===== src/rtl/decode_fetch_queue_if.sv =====
// Handshake bundle between fetch, the IF/ID instruction queue and decode.
// The queue uses the slave modport and the fetch/decode side uses master.
interface decode_fetch_queue_if #(
    parameter int unsigned WORD_W = 32,
    parameter int unsigned DEPTH  = 4
);
    localparam int unsigned CNT_W = $clog2(DEPTH) + 1;

    logic              ihit;
    logic [WORD_W-1:0] instr_in;
    logic [WORD_W-1:0] npc_in;
    logic              in_ready;
    logic              stall;
    logic              flush;
    logic              out_valid;
    logic [WORD_W-1:0] instr_out;
    logic [WORD_W-1:0] npc_out;
    logic [4:0]        rs;
    logic [4:0]        rt;
    logic [4:0]        rd;
    logic [WORD_W-1:0] shamt;
    logic [15:0]       imm16;
    logic              halt;
    logic [CNT_W-1:0]  count;

    modport master (
        output ihit, instr_in, npc_in, stall, flush,
        input  in_ready, out_valid, instr_out, npc_out,
               rs, rt, rd, shamt, imm16, halt, count
    );

    modport slave (
        input  ihit, instr_in, npc_in, stall, flush,
        output in_ready, out_valid, instr_out, npc_out,
               rs, rt, rd, shamt, imm16, halt, count
    );
endinterface


===== src/rtl/decode_fetch_queue.sv =====
// DEPTH-entry instruction FIFO at the IF/ID boundary: buffers {instr, nPC},
// presents the head with fields pre-split, with stall, flush and sticky halt.
module decode_fetch_queue #(
    parameter int unsigned WORD_W = 32,
    parameter int unsigned DEPTH  = 4
) (
    input logic                CLK,
    input logic                nRST,
    decode_fetch_queue_if.slave dfq
);
    localparam int unsigned CNT_W = $clog2(DEPTH) + 1;
    localparam int unsigned PTR_W = $clog2(DEPTH);
    localparam logic [CNT_W-1:0] FULL = CNT_W'(DEPTH);
    localparam logic [5:0] HALT_OP = 6'h3F;

    logic [WORD_W-1:0] instr_mem_q [DEPTH];
    logic [WORD_W-1:0] npc_mem_q   [DEPTH];

    logic [PTR_W-1:0] wr_ptr_q, wr_ptr_d;
    logic [PTR_W-1:0] rd_ptr_q, rd_ptr_d;
    logic [CNT_W-1:0] count_q, count_d;
    logic             halt_q, halt_d;

    logic              in_ready;
    logic              out_valid;
    logic              push;
    logic              pop;
    logic [WORD_W-1:0] head_instr;

    // Readiness comes from the current count only, so a full queue that pops
    // this cycle still refuses the concurrent push.
    assign in_ready  = (count_q != FULL) && !halt_q;
    assign out_valid = (count_q != '0);
    assign push      = dfq.ihit && in_ready && !dfq.flush;
    assign pop       = out_valid && !dfq.stall && !dfq.flush;

    always_comb begin
        wr_ptr_d = wr_ptr_q;
        rd_ptr_d = rd_ptr_q;
        count_d  = count_q;
        halt_d   = halt_q;
        if (dfq.flush) begin
            count_d  = '0;
            rd_ptr_d = wr_ptr_q;
            halt_d   = 1'b0;
        end else begin
            if (push) begin
                wr_ptr_d = wr_ptr_q + 1'b1;
                if (dfq.instr_in[31:26] == HALT_OP) begin
                    halt_d = 1'b1;
                end
            end
            if (pop) begin
                rd_ptr_d = rd_ptr_q + 1'b1;
            end
            if (push && !pop) begin
                count_d = count_q + 1'b1;
            end else if (pop && !push) begin
                count_d = count_q - 1'b1;
            end
        end
    end

    always_ff @(posedge CLK) begin
        if (!nRST) begin
            wr_ptr_q <= '0;
            rd_ptr_q <= '0;
            count_q  <= '0;
            halt_q   <= 1'b0;
        end else begin
            wr_ptr_q <= wr_ptr_d;
            rd_ptr_q <= rd_ptr_d;
            count_q  <= count_d;
            halt_q   <= halt_d;
        end
    end

    always_ff @(posedge CLK) begin
        if (nRST && push) begin
            instr_mem_q[wr_ptr_q] <= dfq.instr_in;
            npc_mem_q[wr_ptr_q]   <= dfq.npc_in;
        end
    end

    // Empty queue reads as a NOP with nPC 0, like the old cleared latch.
    assign head_instr    = out_valid ? instr_mem_q[rd_ptr_q] : '0;
    assign dfq.instr_out = head_instr;
    assign dfq.npc_out   = out_valid ? npc_mem_q[rd_ptr_q] : '0;
    assign dfq.rs        = head_instr[25:21];
    assign dfq.rt        = head_instr[20:16];
    assign dfq.rd        = head_instr[15:11];
    assign dfq.shamt     = {{(WORD_W-5){1'b0}}, head_instr[10:6]};
    assign dfq.imm16     = head_instr[15:0];
    assign dfq.in_ready  = in_ready;
    assign dfq.out_valid = out_valid;
    assign dfq.halt      = halt_q;
    assign dfq.count     = count_q;
endmodule


===== src/flat_wrapper.sv =====
// flat-port wrapper written by rule: the top's interface ports become plain ports
module decode_fetch_queue_flat 
#(
    parameter int unsigned WORD_W = 32,
    parameter int unsigned DEPTH  = 4
)
  (CLK, nRST, dfq_ihit, dfq_instr_in, dfq_npc_in, dfq_stall, dfq_flush, dfq_in_ready, dfq_out_valid, dfq_instr_out, dfq_npc_out, dfq_rs, dfq_rt, dfq_rd, dfq_shamt, dfq_imm16, dfq_halt, dfq_count);
  decode_fetch_queue_if #(.WORD_W(WORD_W), .DEPTH(DEPTH)) dfq_i ();
  input logic CLK;
  input logic nRST;
  input wire logic [$bits(dfq_i.ihit)-1:0] dfq_ihit;
  input wire logic [$bits(dfq_i.instr_in)-1:0] dfq_instr_in;
  input wire logic [$bits(dfq_i.npc_in)-1:0] dfq_npc_in;
  input wire logic [$bits(dfq_i.stall)-1:0] dfq_stall;
  input wire logic [$bits(dfq_i.flush)-1:0] dfq_flush;
  output wire logic [$bits(dfq_i.in_ready)-1:0] dfq_in_ready;
  output wire logic [$bits(dfq_i.out_valid)-1:0] dfq_out_valid;
  output wire logic [$bits(dfq_i.instr_out)-1:0] dfq_instr_out;
  output wire logic [$bits(dfq_i.npc_out)-1:0] dfq_npc_out;
  output wire logic [$bits(dfq_i.rs)-1:0] dfq_rs;
  output wire logic [$bits(dfq_i.rt)-1:0] dfq_rt;
  output wire logic [$bits(dfq_i.rd)-1:0] dfq_rd;
  output wire logic [$bits(dfq_i.shamt)-1:0] dfq_shamt;
  output wire logic [$bits(dfq_i.imm16)-1:0] dfq_imm16;
  output wire logic [$bits(dfq_i.halt)-1:0] dfq_halt;
  output wire logic [$bits(dfq_i.count)-1:0] dfq_count;
  assign dfq_i.ihit = dfq_ihit;
  assign dfq_i.instr_in = dfq_instr_in;
  assign dfq_i.npc_in = dfq_npc_in;
  assign dfq_i.stall = dfq_stall;
  assign dfq_i.flush = dfq_flush;
  assign dfq_in_ready = dfq_i.in_ready;
  assign dfq_out_valid = dfq_i.out_valid;
  assign dfq_instr_out = dfq_i.instr_out;
  assign dfq_npc_out = dfq_i.npc_out;
  assign dfq_rs = dfq_i.rs;
  assign dfq_rt = dfq_i.rt;
  assign dfq_rd = dfq_i.rd;
  assign dfq_shamt = dfq_i.shamt;
  assign dfq_imm16 = dfq_i.imm16;
  assign dfq_halt = dfq_i.halt;
  assign dfq_count = dfq_i.count;
  decode_fetch_queue #(.WORD_W(WORD_W), .DEPTH(DEPTH)) u_core (.CLK(CLK), .nRST(nRST), .dfq(dfq_i));
endmodule

===== config.mk =====
export PLATFORM = sky130hd
export DESIGN_NAME = decode_fetch_queue_flat
export DESIGN_NICKNAME = d
export VERILOG_FILES = /design/src/rtl/decode_fetch_queue_if.sv /design/src/rtl/decode_fetch_queue.sv /design/src/flat_wrapper.sv
export SDC_FILE = /design/constraint.sdc
export NUM_CORES = 1
export LEC_CHECK = 0
export BUFFER_PORTS_ARGS = -buffer_cell sky130_fd_sc_hd__clkbuf_2
export CORE_ASPECT_RATIO = 0.9
export CORE_MARGIN = 2
export CORE_UTILIZATION = 30
export DETAILED_ROUTE_END_ITERATION = 6
export MAX_ROUTING_LAYER = met4
export PLACE_DENSITY = 0.45
export SLEW_MARGIN = 25
export SYNTH_ARGS = -nofsm -noshare
export SYNTH_HDL_FRONTEND = slang
export SYNTH_SLANG_ARGS = --single-unit
export TNS_END_PERCENT = 30

===== constraint.sdc =====
create_clock -name CLK -period 4.07 [get_ports CLK]
set_input_delay 0.6105 -clock CLK [delete_from_list [all_inputs] [get_ports CLK]]
set_output_delay 0.6105 -clock CLK [all_outputs]
set_load 0.02 [all_outputs]

After elaboration in Yosys (flattened, before gate mapping)
Memory sizes are Yosys's and may differ from the RTL's. A register that Yosys moved wholly into a read port is not among the register bits.
Cells that the tools add are included.
{"block": "word_totals", "register_bits": 8, "elab_cells": 45, "output_inout_bits": 133, "ram_bits": 256, "input_bits": 69, "memories": 2}
{"memory": "u_core.instr_mem_q", "words": 4, "word_bits": 32, "read_ports": 1, "rd_ports_with_merged_regs": 1, "wr": 1, "line": "decode_fetch_queue.sv:16", "text": "logic [WORD_W-1:0] instr_mem_q [DEPTH];"}
{"memory": "u_core.npc_mem_q", "words": 4, "word_bits": 32, "read_ports": 1, "rd_ports_with_merged_regs": 1, "wr": 1, "line": "decode_fetch_queue.sv:17", "text": "logic [WORD_W-1:0] npc_mem_q [DEPTH];"}
{"block": "classes", "n_mux": 12, "n_reduce_logical": 19, "n_eq_ne": 2, "add_sub_neg": 4, "n_bitwise": 2}
{"operator": "two-way mux 32 bit", "n": 2}
{"operator": "two-way mux 2 bit", "n": 6}
{"operator": "logical AND 1 bit", "n": 8}
{"operator": "== test 6 bit, second input constant", "n": 1}
{"operator": "two-way mux 3 bit", "n": 2}
{"operator": "logical NOT 1 bit", "n": 5}
{"operator": "adder 2 x 1 -> 2 bit, second input constant", "n": 2}
{"operator": "AND reduction 2 bit", "n": 2}
{"operator": "nonzero test 2 bit", "n": 2}
{"operator": "adder 3 x 1 -> 3 bit, second input constant", "n": 1}
{"operator": "!= test 3 bit, second input constant", "n": 1}
{"operator": "nonzero test 3 bit", "n": 1}
{"operator": "subtractor 3 x 1 -> 3 bit, second input constant", "n": 1}
{"operator": "two-way mux 1 bit", "n": 2}
{"operator": "inverter 1 bit", "n": 2}
{"operator": "OR reduction 2 bit", "n": 1}

Logic depth before layout (Yosys ltp)
Gate-level depths: netlist (run 1).
{"block": "logic_depth", "word_depth": 8, "ltp_mapped": 8, "depth_no_buf": 8}

Worst setup path before layout (run 1)
No wires, ideal clock.
{"block": "synth_path", "kind": "reg2reg", "start": "reg u_core.count_q[0] (netlist: u_core.dfq.count[0])", "end": "mem u_core.instr_mem_q[0][0] (enable)", "stages_incl_launch_ff": 4, "n_path_buf": 0, "setup_ps": 429, "arrival_ps": 2688, "synth_period_minus_slack_ps": 3118, "slack_ps": 952, "path_cell_list": "dfxtp_1 -> nor3b_1 -> nor4b_4 -> and3_1"}
{"block": "synth_via", "elab_chain_len": 7}
{"item": "start: declaration", "line": "decode_fetch_queue.sv:21", "text": "logic [CNT_W-1:0] count_q, count_d;"}
{"item": "start signal: assignment", "line": "decode_fetch_queue.sv:73", "text": "count_q <= count_d;"}
{"item": "!= test 3 bit", "line": "decode_fetch_queue.sv:32", "text": "assign in_ready = (count_q != FULL) && !halt_q;"}
{"item": "logical AND 1 bit", "line": "decode_fetch_queue.sv:32"}
{"item": "logical AND 1 bit (2 in series)", "line": "decode_fetch_queue.sv:34", "text": "assign push = dfq.ihit && in_ready && !dfq.flush;"}
{"item": "logical AND 1 bit", "line": "decode_fetch_queue.sv:79", "text": "if (nRST && push) begin"}
{"item": "two-way mux 1 bit", "line": "decode_fetch_queue.sv:79"}
{"item": "two-way mux 1 bit (not written as such)", "line": "decode_fetch_queue.sv:80", "text": "instr_mem_q[wr_ptr_q] <= dfq.instr_in;"}
{"item": "end: declaration", "line": "decode_fetch_queue.sv:16"}
Every way passes these cells.

Worst setup path in the final report (run 1)
{"block": "layout_path", "start": "reg u_core.count_q[0] (netlist: u_core.dfq.count[0])", "end": "out dfq_npc_out[1]"}
{"block": "layout_via", "elab_chain_len": 2}
{"item": "nonzero test 3 bit", "line": "decode_fetch_queue.sv:33", "text": "assign out_valid = (count_q != '0);"}
{"item": "two-way mux 32 bit", "line": "decode_fetch_queue.sv:88", "text": "assign dfq.npc_out = out_valid ? npc_mem_q[rd_ptr_q] : '0;"}
{"item": "end: declaration", "line": "flat_wrapper.sv:19", "text": "output wire logic [$bits(dfq_i.npc_out)-1:0] dfq_npc_out;"}
Every way passes these cells.

==> results of run 1 <==
==> cells in the mapped netlist, drive strengths merged <==
master,number
mux4,64
conb,1
nand4,1
nor4b,1
xor2,2
nor3,2
and2,64
nand2,5
buf,76
or3,4
nor3b,1
edfxtp,256
ha,5
and3,4
a21oi,1
nand2b,2
fa,1
a32o,1
nor2,3
o21ai,5
a31oi,2
mux2i,3
inv,5
dfxtp,10
clkbuf,9
==> final timing paths <==
path                                          from                           endpoint  slack (ns)  cells past startpoint
setup / recovery  u_core.dfq.count[0]$_SDFFE_PP0P_                     dfq_npc_out[1]        0.91                      5
hold / removal                      dfq_npc_in[10]  u_core.npc_mem_q[2][10]$_DFFE_PP_        0.29                      1
setup reg to reg  u_core.dfq.count[0]$_SDFFE_PP0P_   u_core.dfq.count[2]$_SDFFE_PP0P_        1.57                      8
hold reg to reg    u_core.rd_ptr_q[1]$_SDFFE_PN0N_                               flop        0.52                      2
==> state kept, by name, indices dropped and copies added, names as in the netlist, named ones only <==
| register | cells |
|---|---|
| u_core.instr_mem_q | 128 |
| u_core.npc_mem_q | 128 |
| u_core.dfq.count | 3 |
| u_core.rd_ptr_q | 2 |
| u_core.wr_ptr_q | 2 |
| u_core.dfq.halt | 1 |
==> cells by family after synthesis <==
logic type | after synthesis | synth area share
compound gates | 9 | 0.00488
xor+xnor | 2 | 0.00163
fa+ha+maj | 6 | 0.00767
buf+inv | 90 | 0.0639
flops | 266 | 0.733
mux | 67 | 0.138
other cells | 1 | 0.000348
simple gates | 87 | 0.0507
==> through the flow <==
step                      power [mW]  hold WS, ns
final                           6.35        0.289
after detailed placement        3.69        0.505
after CTS                       6.45        0.255
after global placement          3.68        0.492
after global routing            6.59        0.263
after floorplan                 3.54        0.477
==> routing by layer <==
| layer | up-vias | part of all wire | GRT usage |
|---|---|---|---|
| li1 | 2309 | - | - |
| met1 | 2659 | 0.45 | 0.161 |
| met2 | 164 | 0.47 | 0.193 |
| met3 | 33 | 0.062 | 0.0273 |
| met4 | 0 | 0.016 | 0.0269 |
| met5 | - | 0 | - |
==> final cells by class <==
class                      count  area [µm²]  share of cell area
clock buffer                  38         802              0.0624
timing repair buffer         183        1030              0.0798
sequential                   266        7900               0.614
multi-input combinational    198        2310               0.179
inverter                       5        18.8             0.00146
clock inverter                17         218              0.0169
antenna                        2        5.00            0.000389
tap                          469         587              0.0456
==> worst max-delay path: cells and delay by family, from the launching register on <==
family / cells / cell delay, ns
flip-flops: 1 / 0.47
AND/OR/NAND/NOR: 2 / 0.38
buffers and inverters: 3 / 1.14
==> where the power goes <==
group	internal, mW	total, mW	switching, mW
clock network	1.71	2.74	1.03
logic	0.210	0.551	0.341
registers	3.04	3.06	0.0236
total	4.96	6.35	1.39
==> layout by cell type (no fill, tap or decap), types with 4 or more instances in the layout <==
master     count
and3_4         4
mux4_1         4
mux4_2        60
clkbuf_16     31
nand2_1        5
or3_1          4
bufinv_16      5
inv_1          4
edfxtp_1     256
ha_1           5
clkinv_2       6
dfxtp_1        8
buf_12         7
clkbuf_1       7
clkbuf_2     174
conb_1        27
o21ai_0        5
and2_1        64
==> metrics, run 1 <==
outcome finished, final reports clean; Peak VDD IR 0.275 mV; Synth cell types 31; height of the die 184 µm; Critical Path Max Stage Delay 0.49 ns; Site Rows 65; H-tree levels 1; pin count of the biggest net entering global routing 37; CTS tree done; Final nets 759; Clock transition at path regs 0.06 ns; RePlAce Congestion 0.726; clock skew 0.00927 ns; crit end category output pin; period utilization 0.777; Max Cap Viol 0; CP required 3.46 ns; fillers 3,297; worst min path class primary input to flop; via count 5,165; top cell type's share of synthesized area 0.714; average cell area after synthesis 20.4 µm²; synth warn 0; slowest cell on the critical path inv_2; synthesized flop and latch total 266; I/O Buffers 174; global-route wire length before repair 33.5 mm; fmax 0.316 GHz; postcts setup bufs 0; Post-Syn Instances 528; crit path time final 3.16 ns; GRT overflow 0; Initial DRT Pass Iterations 4; cell area after synthesis 10,800 µm²; Final WS setup 0.908 ns; CP Class flop to output pin; post-layout util 0.365; cts-stage hold buffer count 0; top cell type by total area after synthesis edfxtp_1; RSZ-0062 raised after global routing no; power per cell area 494 nW/µm²; Post-CTS Resized 0; register area share after synthesis 0.733; Placed Area 11,800 µm²; vias in the first global route 5,506; CP Data Arrival Time 2.55 ns; Worst Tran Pin Value 0.643 ns; Via-to-Cell Ratio 4.38; CTS root buffer clkbuf_16; layout cells sized above 1 0.420; clk sinks 266; area of the die 37,400 µm²; leakage dissipation 4.51 nW; Area growth, synth to finish 19.4%; Crit Path Max Fanout 33; num ports 202; Core Footprint 35,200 µm²; Setup TNS Final 0 ns; WL/cell 18.8 µm; Max Slew Vio Count 0; Rel. slew slack 0.571; fin area 12,900 µm²; Starting DRT DRC Count 228; Die Span X 204 µm; Placed Cells 1,121; WL final 22.2 mm; buffer depth of the longest clock path 3; detailed placement HPWL 13.5 mm; hold violation count in the final report 0; antenna viol nets, final 0; gr usage total 0.122; Post-Layout Cell Count 1,178; pre-CTS setup slack 1.34 ns; Synth area leaders edfxtp_1 71%, mux4_2 13%, buf_4 4.4%; startpoint types flop; Initial Utilization 0.306; TritonCTS buffer count 30; Skew-Pair Late Insertion Delay 0.54 ns; DRC Markers 0; crit path cell chain nor3_2, inv_2, buf_4, and2_1, clkbuf_2; initial antenna violation count 2; Final setup viols 0
Power figures use the tool's default switching activity.
==> run 2: changes to the inputs <==
--- a/config.mk
+++ b/config.mk
@@ -5,13 +5,14 @@
 export SDC_FILE = /design/constraint.sdc
 export NUM_CORES = 1
 export LEC_CHECK = 0
+export ABC_AREA = 1
 export BUFFER_PORTS_ARGS = -buffer_cell sky130_fd_sc_hd__clkbuf_2
 export CORE_ASPECT_RATIO = 0.9
 export CORE_MARGIN = 2
 export CORE_UTILIZATION = 30
 export DETAILED_ROUTE_END_ITERATION = 6
 export MAX_ROUTING_LAYER = met4
-export PLACE_DENSITY = 0.45
+export PLACE_DENSITY = 0.47
 export SLEW_MARGIN = 25
 export SYNTH_ARGS = -nofsm -noshare
 export SYNTH_HDL_FRONTEND = slang
==> constraint.sdc (replaced) <==
create_clock -name CLK -period 2.9 [get_ports CLK]
set_input_delay 0.435 -clock CLK [delete_from_list [all_inputs] [get_ports CLK]]
set_output_delay 0.435 -clock CLK [all_outputs]
set_load 0.02 [all_outputs]
==> metrics, run 2 <==
Rel. slew slack 0.593; Critical Path Max Stage Delay 0.51 ns; I/O Buffers 174; num ports 202; Post-Layout Cell Count 1,552; Via-to-Cell Ratio 4.41; via count 6,851; post-layout util 0.364; DRC Markers 0; Initial DRT Pass Iterations 5; height of the die 185 µm; most frequent cells after synthesis 271 x nor2_1, 256 x edfxtp_1, 121 x o21ai_0; Final setup viols 0; register area share after synthesis 0.719; detailed placement HPWL 15.4 mm; GRT overflow 0; TritonCTS buffer count 31; power per cell area 688 nW/µm²; pin count of the biggest net entering global routing 79; largest family of logic cells by synthesized area simple AND/OR/NAND/NOR gates; Final nets 1,128; post-synthesis async set-or-reset flop share 0; slowest cell on the critical path dfxtp_4; Initial Utilization 0.304; Die Span X 206 µm; Buf/Inv on CP 2; most frequent cell after synthesis nor2_1; Synth cell types 19; RSZ-0062 raised after global routing yes; R2R Setup Slk 0.75 ns; Post-Synth Simple-Gate Area 0.103; clk sinks 266; Placed Area 12,100 µm²; crit-path most repeated cell nor2_1; average cell area after synthesis 12.1 µm²; fmax 0.360 GHz; Post-Syn Instances 908; CP Data Arrival Time 2.34 ns; Synth Area in Compound Gates 0.0912; R2R cell count 7; Setup TNS Final 0 ns; fillers 3,523; hold path cells 1; CP required 2.47 ns; Site Rows 66; top cell type's share of synthesized area 0.700; buffer depth of the longest clock path 3; pre-CTS setup slack 0.584 ns; vias in the first global route 6,770; mux contribution to synthesized area 0; cell area after synthesis 11,000 µm²; H-tree levels 1; outcome finished, final reports clean; Worst Tran Pin Value 0.609 ns; commonest non-fill, non-tap cell in the layout nor2_1; Endpoint, Worst Hold u_core.instr_mem_q[2][11]$_DFFE_PP_; reg-to-reg startpoint u_core.dfq.count[0]$_SDFFE_PP0P_; crit path time final 2.78 ns; leakage dissipation 4.85 nW; CTS tree done; xor/xnor cell area share of the yosys netlist 0.000798; synth warn 0; Peak VDD IR 0.410 mV; crit end category output pin; CTS root buffer clkbuf_16; hold_sp dfq_instr_in[11]; Final WS setup 0.124 ns; Starting DRT DRC Count 339; ys flop type edfxtp_1; hold violation count in the final report 0; most frequent cells in the layout 267 x nor2_1, 256 x edfxtp_1, 174 x clkbuf_2; gr usage total 0.138; Max Slew Vio Count 0; clock skew 0.00993 ns; Synth area leaders edfxtp_1 70%, nor2_1 9.3%, o21ai_0 5.5%; Core Footprint 36,100 µm²; Clock transition at path regs 0.06 ns; crit path cell chain buf_4, nor2_1, nor2_1, o21ai_0, a21oi_1, clkbuf_2; Skew-Pair Late Insertion Delay 0.55 ns; area share of fa/ha/maj cells after synthesis 0.00752; layout cells sized above 1 0.240; startpoint types flop; global-route wire length before repair 39.1 mm; RePlAce Congestion 0.721; synthesized flop and latch total 266; r2r endpoint u_core.npc_mem_q[0][18]$_DFFE_PP_; CP top delay family buffers and inverters; Area growth, synth to finish 19.6%; Post-synth EDFFs 256; area of the die 38,100 µm²; fin area 13,100 µm²; Placed Cells 1,496; period utilization 0.957; WL/cell 16.7 µm; antenna viol nets, final 0; top cell type by total area after synthesis edfxtp_1; WL final 25.8 mm; worst min path class primary input to flop; CP Class flop to output pin; Max Cap Viol 0; Crit Path Max Fanout 34; initial antenna violation count 3
run 2: kinds of logic (layout without fill, tap and decap cells):
logic type,count (synthesis),count (layout)
and+or+nand+nor,300,300
adders and majority gates,6,6
buffers and inverters,134,273
other,1,30
xor gates and xnor gates,1,1
AOI/OAI and AO/OA,200,200
DFF,266,266
run 2: area by class of cell:
type,count,area (µm²),share of cell area
diodes,3,7.51,0.000572
clock buffers,34,787,0.0599
clock inverters,19,208,0.0158
inverters,24,95.1,0.00724
multi-input cells,534,2380,0.181
flip-flops and latches,266,7890,0.601
well taps,476,596,0.0454
repair buffers,196,1170,0.0890
run 2: repair_timing:
action,4_1_cts,5_1_grt
buffers inserted,0,0
setup endpoints to repair,0,53
resized for setup,0,9
hold buffers,0,0
run 2: worst max-delay path by stage:
stage                                           startpoint                                 end  slack (ns)  depth (start not counted)
final                                                 flop                      dfq_npc_out[2]        0.12                          6
after global routing                                  flop                      dfq_npc_out[2]       -0.03                          6
after CTS                                             flop                        dfq_imm16[5]        0.04                          6
after detailed placement                         dfq_flush   u_core.npc_mem_q[0][18]$_DFFE_PP_        0.58                          7
after global placement                           dfq_flush   u_core.npc_mem_q[0][27]$_DFFE_PP_        0.62                          7
after floorplan           u_core.dfq.count[0]$_SDFFE_PP0P_  u_core.instr_mem_q[0][0]$_DFFE_PP_       -0.25                          6
run 2: through the flow:
stage	hold slack (ns)	power [mW]
2_1_floorplan	0.484	5.04
3_3_place_gp	0.499	5.31
3_5_place_dp	0.509	5.32
4_1_cts	0.0728	9.14
6_report	0.106	9.04
5_1_grt	0.0739	9.39
run 2: routing by layer:
metal  GRT usage  part of all wire  vias to the layer above
met5           -                 0                        -
met4      0.0368             0.018                        0
met3      0.0240             0.050                       38
met2       0.217              0.46                      166
met1       0.186              0.47                     3286
li1            -                 -                     3361
run 2: power by group:
| group | internal, mW | total [mW] | switching [mW] |
|---|---|---|---|
| clock network | 2.29 | 3.81 | 1.52 |
| registers | 4.27 | 4.30 | 0.0256 |
| logic | 0.266 | 0.927 | 0.661 |
| total | 6.83 | 9.04 | 2.20 |
